**src/rtl/wheel_pulse_gen.sv**
```systemverilog
// Wheel-sensor pulse train generator: emits N evenly spread pulses per window plus a window flag.
// Optional quadrature pair (dir input, sig_b output) enabled by defining WPG_QUAD_EN.
module wheel_pulse_gen #(
  parameter int CNT_W         = 8,
  parameter int WINDOW_CYCLES = 4096,
  parameter int PULSE_W       = 4
) (
  input  logic             CLK,
  input  logic             RST,
  input  logic             enable,
  input  logic [CNT_W-1:0] speed_set,
  input  logic             speed_load,
`ifdef WPG_QUAD_EN
  input  logic             dir,
  output logic             sig_b,
`endif
  output logic             signal,
  output logic             window_flag,
  output logic [CNT_W-1:0] pulses_last,
  output logic             overlap_err
);

  localparam int ACC_W = $clog2(WINDOW_CYCLES) + 1;
  localparam int WC_W  = $clog2(WINDOW_CYCLES);
  localparam int PT_W  = $clog2(PULSE_W + 1);
  localparam logic [ACC_W-1:0] W_SIZE = ACC_W'(WINDOW_CYCLES);
  localparam logic [WC_W-1:0]  W_LAST = WC_W'(WINDOW_CYCLES - 1);

  typedef enum logic {S_IDLE, S_RUN} state_t;

  state_t           r_state;
  logic [CNT_W-1:0] r_shadow, r_n, r_evcnt, r_pulses_last;
  logic [ACC_W-1:0] r_acc;
  logic [WC_W-1:0]  r_wcnt;
  logic [PT_W-1:0]  r_ptmr;
  logic             r_sig, r_wflag, r_ovl;

  logic             w_run, w_hit, w_busy, w_event, w_last;
  logic [ACC_W-1:0] w_sum;
  logic [PT_W-1:0]  w_ptmr_nxt;

  // Bresenham-style accumulator: a hit whenever acc+N crosses the window length.
  always_comb begin
    w_run   = (r_state == S_RUN) && enable;
    w_sum   = r_acc + ACC_W'(r_n);
    w_hit   = w_run && (w_sum >= W_SIZE);
    w_busy  = (r_ptmr != '0);
    w_event = w_hit && !w_busy;
    w_last  = w_run && (r_wcnt == W_LAST);
    w_ptmr_nxt = '0;
    if (w_event)     w_ptmr_nxt = PT_W'(PULSE_W);
    else if (w_busy) w_ptmr_nxt = r_ptmr - PT_W'(1);
  end

  always_ff @(posedge CLK or posedge RST) begin
    if (RST) begin
      r_state       <= S_IDLE;
      r_shadow      <= '0;
      r_n           <= '0;
      r_evcnt       <= '0;
      r_pulses_last <= '0;
      r_acc         <= '0;
      r_wcnt        <= '0;
      r_ptmr        <= '0;
      r_sig         <= 1'b0;
      r_wflag       <= 1'b0;
      r_ovl         <= 1'b0;
    end else begin
      if (speed_load) r_shadow <= speed_set;
      // Pulse timer keeps running in IDLE so a pulse in flight is never truncated.
      r_ptmr  <= w_ptmr_nxt;
      r_sig   <= (w_ptmr_nxt != '0);
      r_wflag <= w_last;
      if (w_hit && w_busy) r_ovl <= 1'b1;
      case (r_state)
        S_IDLE: begin
          r_wcnt  <= '0;
          r_acc   <= '0;
          r_evcnt <= '0;
          if (enable) begin
            r_state <= S_RUN;
            r_n     <= r_shadow;
          end
        end
        default: begin
          if (!enable) begin
            r_state <= S_IDLE;
            r_wcnt  <= '0;
            r_acc   <= '0;
            r_evcnt <= '0;
          end else begin
            r_acc <= w_hit ? (w_sum - W_SIZE) : w_sum;
            if (w_last) begin
              r_wcnt        <= '0;
              r_pulses_last <= r_evcnt + CNT_W'(w_event);
              r_evcnt       <= '0;
              r_n           <= r_shadow;
            end else begin
              r_wcnt  <= r_wcnt + WC_W'(1);
              r_evcnt <= r_evcnt + CNT_W'(w_event);
            end
          end
        end
      endcase
    end
  end

  assign window_flag = r_wflag;
  assign pulses_last = r_pulses_last;
  assign overlap_err = r_ovl;

`ifdef WPG_QUAD_EN
  localparam int DLY = (PULSE_W / 2 > 1) ? PULSE_W / 2 : 1;

  logic [DLY-1:0] r_dly;
  logic           r_dir_q;

  always_ff @(posedge CLK or posedge RST) begin
    if (RST) begin
      r_dly   <= '0;
      r_dir_q <= 1'b0;
    end else begin
      r_dly[0] <= r_sig;
      for (int i = DLY - 1; i > 0; i--) r_dly[i] <= r_dly[i-1];
      if (w_last || (r_state == S_IDLE && enable)) r_dir_q <= dir;
    end
  end

  assign signal = r_dir_q ? r_dly[DLY-1] : r_sig;
  assign sig_b  = r_dir_q ? r_sig : r_dly[DLY-1];
`else
  assign signal = r_sig;
`endif

endmodule

```
**config.mk**
```make
export PLATFORM = sky130hd
export DESIGN_NAME = wheel_pulse_gen
export DESIGN_NICKNAME = d
export VERILOG_FILES = /design/src/rtl/wheel_pulse_gen.sv
export SDC_FILE = /design/constraint.sdc
export NUM_CORES = 1
export LEC_CHECK = 0
export CAP_MARGIN = 20
export CORE_MARGIN = 3
export CORE_UTILIZATION = 30
export DETAILED_ROUTE_END_ITERATION = 8
export HOLD_SLACK_MARGIN = 0.08
export PLACE_DENSITY = 0.48
export SLEW_MARGIN = 0
export SYNTH_ARGS = -nofsm -noshare
export SYNTH_HDL_FRONTEND = slang
export SYNTH_SLANG_ARGS = --single-unit
```
**constraint.sdc**
```tcl
create_clock -name CLK -period 2.8 [get_ports CLK]
set_input_delay 0.56 -clock CLK [delete_from_list [all_inputs] [get_ports CLK]]
set_output_delay 0.56 -clock CLK [all_outputs]
set_load 0.02 [all_outputs]
```
==> results of run 1 <==
-- layer usage --
layer / share of wire (%) / wire (um)
met4: 1.8 / 96
met3: 4.3 / 232
met1: 49 / 2650
met2: 44 / 2380
met5: 0 / 0
-- flip-flops by register name, indices dropped and copies added (netlist names) --
signal and cells:
r_n 8, window_flag 1, r_state 1, r_wcnt 12, r_acc 13, r_ptmr 3, r_shadow 8, overlap_err 1
pulses_last 8, signal 1, r_evcnt 8
-- area by class of cell --
type,count,area (um^2)
Clock buffer,10,138
Clock inverter,6,67.6
Timing Repair Buffer,30,293
Sequential cell,64,1600
Inverter,11,41.3
Tap cell,129,161
Fill cell,976,5780
Multi-Input combinational cell,179,1290
-- what timing repair did --
action / in CTS / in global routing
buffers inserted: 0 / 3
setup endpoints to repair: 2 / 13
gates cloned: 0 / 0
pin swaps: 0 / 5
resized for setup: 1 / 6
-- Yosys cell counts (all sizes together), types with 2 or more instances --
| cell type | n |
|---|---|
| a211oi | 2 |
| a21oi | 11 |
| nand4 | 5 |
| xor2 | 14 |
| nand3 | 14 |
| nand2 | 10 |
| a211o | 3 |
| and3 | 8 |
| clkbuf | 3 |
| ha | 12 |
| nor4 | 2 |
| o21ai | 5 |
| nor2 | 40 |
| nor3 | 4 |
| buf | 4 |
| mux2 | 17 |
| nor2b | 3 |
| o311ai | 2 |
| dfrtp | 64 |
| xnor2 | 9 |
| or3 | 2 |
| and4 | 2 |
| a21o | 2 |
| inv | 11 |
-- through the flow --
| stage | power (mW) | hold slack [ps] |
|---|---|---|
| 2_1_floorplan | 1.38 | 447 |
| 3_3_place_gp | 1.49 | 474 |
| 3_5_place_dp | 1.50 | 478 |
| 4_1_cts | 2.33 | 487 |
| 5_1_grt | 2.45 | 514 |
| 6_report | 2.30 | 487 |
-- power groups by stage --
stage	combinational (mW)	clock (mW)	sequential [mW]
floorplan	0.313	0	1.07
global placement	0.420	0	1.07
detailed placement	0.424	0	1.07
CTS	0.427	0.851	1.05
global route	0.488	0.896	1.06
finish	0.430	0.815	1.05
-- cell usage in the layout, fill, tap and decap left out, types with 2 or more instances in the layout --
cell and n:
buf_4 7, clkdlybuf4s50_1 22, xnor2_1 9, and4_1 2, a211o_2 2, o21ai_0 5
mux2_2 17, a21oi_1 10, clkbuf_8 10, inv_1 10, xor2_1 13, ha_1 11
clkinvlp_4 2, nor2_1 39, nand2_1 9, o311ai_0 2, nor4_1 2, or3_1 2
nor2b_1 2, nand4_1 5, dfrtp_1 64, and3_1 8, nor3_1 4, nand3_1 12
-- critical path: stages (launching register included) --
cell     delay, ps
dfrtp_1        350
ha_1           200
inv_1           70
fa_2           360
nor2b_4        140
o31ai_2         80
a21oi_2        210
nand3_2        130
mux2i_4        230
ha_2           240
nand4_1        150
xor2_2         210
a21oi_1         80
-- logic make-up after synthesis --
kind of cell               Yosys count  share of synthesized area, %
and+or+nand+nor                     93                          15.8
DFF                                 64                          54.5
AOI/OAI and AO/OA                   31                          7.41
xor gates and xnor gates            23                          6.86
muxes                               18                          6.86
buffers and inverters               18                          2.60
adders and majority gates           13                          5.79
other                                1                         0.128
-- path summary, 6_finish.rpt --
check | slack [ps] | depth (start not counted) | end | start
worst max-delay path | 220 | 12 | pulses_last[7]$_DFFE_PP0P_ | r_n[0]$_DFFE_PP0P_
worst min-delay path | 490 | 1 | r_ptmr[0]$_DFF_PP0_ | r_ptmr[0]$_DFF_PP0_
worst max register to register | 220 | 12 | pulses_last[7]$_DFFE_PP0P_ | r_n[0]$_DFFE_PP0P_
worst min register to register | 490 | 1 | r_ptmr[0]$_DFF_PP0_ | r_ptmr[0]$_DFF_PP0_
max in group asynchronous | 1580 | 3 | r_acc[6]$_DFF_PP0_ | RST
min in group asynchronous | 600 | 2 | pulses_last[2]$_DFFE_PP0P_ | RST
==> out/metrics.yaml, run 1 <==
status:
  outcome: "completed"
route:
  postRouteAntennaNets: 0
  drt_iter0_markers: 66
  via_per_inst: 4.60
  wl_per_cell_um: 12.5
  drt-total-wl_um: 5360
  drc: 0
  vias: 1973
  drt_pass1_iterations: 4
floorplan:
  dieHeight_um: 105
  dieWidth_um: 105
  dieArea_mm2: 0.0110
  fp-row-count: 35
  io_pins: 23
  start_util_pct: 31.3
  core_mm2: 0.00937
power_and_ir_drop:
  pwr-share-seq_pct: 45.9
  p_leak_nw: 1.58
  power_switching_mw: 0.647
  comb_power_share_pct: 18.7
  powerDensity_mw_per_mm2: 639
  clkPwrFrac_pct: 35.5
  swShare_pct: 28.1
  peakVddDrop_mv: 0.235
  p_int_mw: 1.65
timing:
  worst_slack_ps: 222
  setup_tns_ps: 0
  fin_crit_sh_pct: 92.1
  setup_viol: 0
  slew_headroom_pct: 61.8
  max_slew.worst_pin.slew_ps: 572
  max_freq_mhz: 388
  clock_skew_ps: 10.5
  period_needed_ps: 2580
  drv_slew: 0
  finalHoldViolCount: 0
synthesis:
  synth_top_area_share_pct: 54.5
  async_flop_share_pct: 100
  synth-seq-area-share_pct: 54.5
  syn_inst: 261
  synth.distinct_cells: 46
  syn_avg_cell_area_um2: 11.3
  synth_area_leaders: "dfrtp_1 (55%), mux2_2 (6.5%), ha_1 (5.1%), nor2_1 (5.0%), xor2_1 (4.2%)"
  synth-edff-count: 0
  synth_seq_cells: 64
  synth_area_mm2: 0.00294
  syn_nets: 286
  yosysWarnings: 0
  synth_flop_cell: "dfrtp_1"
  post-synth-top-area-cell: "dfrtp_1"
global_route:
  grt_use_met3_pct: 3.46
  grtUsageMet2_pct: 15.9
  track_usage_pct: 10.8
  grt_pass1_vias: 1939
  grtUsageMet1_pct: 14.4
  grt_max_degree: 27
  grt_remaining_overflow: 0
  grt_pass1_wl_um: 9430
  top_usage_layer: "met2"
  antenna_found_initial: 0
worst_setup_path:
  critPathKind: "reg -> reg"
  cp.required_ps: 3010
  worstPathArrival_ps: 2790
  crit_fanout: 4
  start_kind: "flip-flop"
  crit_path_end_kind: "flip-flop"
cts:
  clockBufferDepth: 2
  cts.sinks: 64
  cts_htree_levels: 3
  clkLatencyLatePin_ps: 340
  cts-root-buf: "clkbuf_8"
  cts_hold_buf: 0
  cts_tree: "yes"
  clk_pin_slew_ps: 80
  cts_buffers: 9
min_path:
  min-delay-path-class: "reg -> reg"
placement:
  place_hpwl_um: 3740
  postPlaceCellArea_mm2: 0.00333
  gp_congestion: 0.761
  placed_cells: 410
  place_ws_ps: -13.9
  io_buffer_count: 22
cells_and_area:
  drive_gt1_share_pct: 19.3
  final_nets: 320
  n_antenna_cell: 0
  synthToLayoutAreaGrowth_pct: 22.5
  finalNonFillerCells: 429
  final_util_pct: 38.4
  final_cell_area_mm2: 0.00360
run:
  drv_cap: 0
(Power assumes the default switching activity.)
==> run 2, diff against run 1 <==
--- a/config.mk
+++ b/config.mk
@@ -9,8 +9,9 @@
 export CORE_MARGIN = 3
 export CORE_UTILIZATION = 30
 export DETAILED_ROUTE_END_ITERATION = 8
+export DONT_BUFFER_PORTS = 1
 export HOLD_SLACK_MARGIN = 0.08
-export PLACE_DENSITY = 0.48
+export PLACE_DENSITY = 0.45
 export SLEW_MARGIN = 0
 export SYNTH_ARGS = -nofsm -noshare
 export SYNTH_HDL_FRONTEND = slang
==> out/metrics.yaml, run 2 (synthesized netlist as in run 1, its figures left out) <==
worst_setup_path:
  path_buf_inv: 1  # unchanged
  worstPathArrival_ps: 2770  # -20 ps
  path_cells: "ha_2, inv_1, fa_2, nor2b_4, o31ai_1, a21oi_2, nand3_2, mux2i_4, ha_2, nand4_1, xor2_1, a21oi_1"
  crit_fanout: 3  # -1
  r2r-start: "r_n[0]$_DFFE_PP0P_"
  reg2reg_to: "pulses_last[4]$_DFFE_PP0P_"
  crit_path_max_incr_delay_ps: 360  # about the same
  rrSetupSlack_ps: 240  # about the same
  reg2reg_depth: 12  # unchanged
  slowest_stage: "fa_2"
  start_kind: "flip-flop"
  cp.required_ps: 3000  # about the same
  critPathKind: "reg -> reg"
  crit_path_end_kind: "flip-flop"
  critPathTopFamily: "adder cells"
  crit_start: "r_n[0]$_DFFE_PP0P_"
  crit_path_frequent_cell: "ha_2"
cells_and_area:
  largest_reg_flops: 13  # unchanged
  drive_gt1_share_pct: 20.9  # +1.5 points
  final_util_pct: 36.4  # -1.9 points
  top_register: "r_acc"
  regArea_mm2: 0.00160  # unchanged
  final_nets: 298  # -6.9%
  mostFrequentLayoutCells: "dfrtp_1 (64), nor2_1 (39), mux2_2 (17)"
  synthToLayoutAreaGrowth_pct: 16.3
  finalNonFillerCells: 407  # -5.1%
  n_antenna_cell: 0  # unchanged
  multi_input_area_mm2: 0.00129  # -0.58%
  final_common_cell: "dfrtp_1"
  n_fill_cell: 964  # -1.2%
  final_cell_area_mm2: 0.00342  # -5.0%
  reg_top3: "r_acc x13, r_wcnt x12"
cts:
  cts_buffers: 9  # unchanged
  cts.sinks: 64  # unchanged
  cts_htree_levels: 3  # unchanged
  cts-root-buf: "clkbuf_8"
  clockBufferDepth: 2  # unchanged
  clk_pin_slew_ps: 80  # about the same
  clkLatencyLatePin_ps: 340  # about the same
  cts_tree: "yes"
global_route:
  grt_max_degree: 65  # +140%
  grtUsageMet2_pct: 15.5  # -0.37 points
  grt_use_met3_pct: 4.32  # +0.86 points
  track_usage_pct: 10.7  # -0.10 points
  top_usage_layer: "met2"
  antenna_found_initial: 0  # unchanged
  grt_remaining_overflow: 0  # unchanged
  grt_pass1_vias: 1920  # -0.98%
  grt_pass1_wl_um: 9340  # -1.0%
  grtUsageMet1_pct: 14.5  # +0.044 points
timing:
  clock_skew_ps: 12.1  # +1.65 ps
  finalHoldViolCount: 0  # unchanged
  drv_slew: 0  # unchanged
  slew_headroom_pct: 64.3  # +2.5 points
  max_freq_mhz: 390  # +0.56%
  fin_crit_sh_pct: 91.6  # -0.51 points
  max_slew.worst_pin.slew_ps: 534  # -37.9 ps
  worst_slack_ps: 236  # +14.4 ps
  setup_viol: 0  # unchanged
  period_needed_ps: 2560  # -14.4 ps
power_and_ir_drop:
  peakVddDrop_mv: 0.386  # +65%
  p_leak_nw: 1.52  # -3.8%
  powerDensity_mw_per_mm2: 718  # +12%
route:
  postRouteAntennaNets: 0  # unchanged
  drt_pass1_iterations: 4  # unchanged
  vias: 1853  # -6.1%
  drc: 0  # unchanged
  via_per_inst: 4.55  # -1.0%
  drt-total-wl_um: 5200  # -3.0%
  drt_iter0_markers: 67  # +1.5%
  wl_per_cell_um: 12.8  # +2.3%
run:
  drv_cap: 0  # unchanged
floorplan:
  io_pins: 23  # unchanged
  dieHeight_um: 105  # unchanged
  core_mm2: 0.00937  # unchanged
  dieArea_mm2: 0.0110  # unchanged
  start_util_pct: 31.3  # unchanged
  dieWidth_um: 105  # unchanged
  fp-row-count: 35  # unchanged
placement:
  place_ws_ps: 0.0637  # +13.9 ps
  gp_congestion: 0.720  # -5.4%
  io_buffer_count: 0  # -100%
  postPlaceCellArea_mm2: 0.00311  # -6.8%
  place_hpwl_um: 3500  # -6.4%
  placed_cells: 387  # -5.6%
min_path:
  min-delay-path-class: "in -> async"
status:
  outcome: "completed"
==> run 2: repair_timing <==
action,4_1_cts,5_1_grt
gates resized for setup,1,6
buffers inserted,0,4
endpoints found under the setup margin,1,15
pin swaps,0,5
hold buffers,0,0
==> run 2: layer usage <==
layer	wire [um]	part of all wire, %	vias up
met1	2570	49	898
met5	0	0	-
met2	2330	45	29
li1	-	-	920
met4	62	1.2	0
met3	237	4.6	6
==> run 2: how the worst max path moves through the flow <==
| stage | to | slack (ps) | depth (start not counted) |
|---|---|---|---|
| 2_1_floorplan | pulses_last[7]$_DFFE_PP0P_ | 240 | 12 |
| 3_3_place_gp | pulses_last[7]$_DFFE_PP0P_ | 60 | 12 |
| 3_5_place_dp | pulses_last[7]$_DFFE_PP0P_ | 0.06 | 12 |
| 4_1_cts | pulses_last[7]$_DFFE_PP0P_ | 30 | 12 |
| 5_1_grt | pulses_last[4]$_DFFE_PP0P_ | -7 | 12 |
| 6_report | pulses_last[4]$_DFFE_PP0P_ | 240 | 12 |
==> run 2: cell type report <==
cell class,instances,share of cell area [%]
clock inverters,6,3.37
inverters,11,1.21
multi-input cells,179,37.7
clock buffers,10,4.03
repair buffers,8,2.12
flip-flops and latches,64,46.9
well taps,129,4.73
==> run 2: stage by stage <==
step                total power, mW  TNS [ps]  hold slack [ps]
CTS                            2.48         0              176
global route                   2.61     -6.63              183
detailed placement             1.46         0              473
global placement               1.46         0              479
floorplan                      1.38         0              447
finish                         2.45         0              172
==> run 2: report_power, final <==
group          leakage (nW)  switching [mW]  total, mW  internal (mW)
Combinational         0.560           0.205      0.393          0.188
Sequential            0.836          0.0545       1.06           1.01
Clock                 0.123           0.378      0.998          0.620
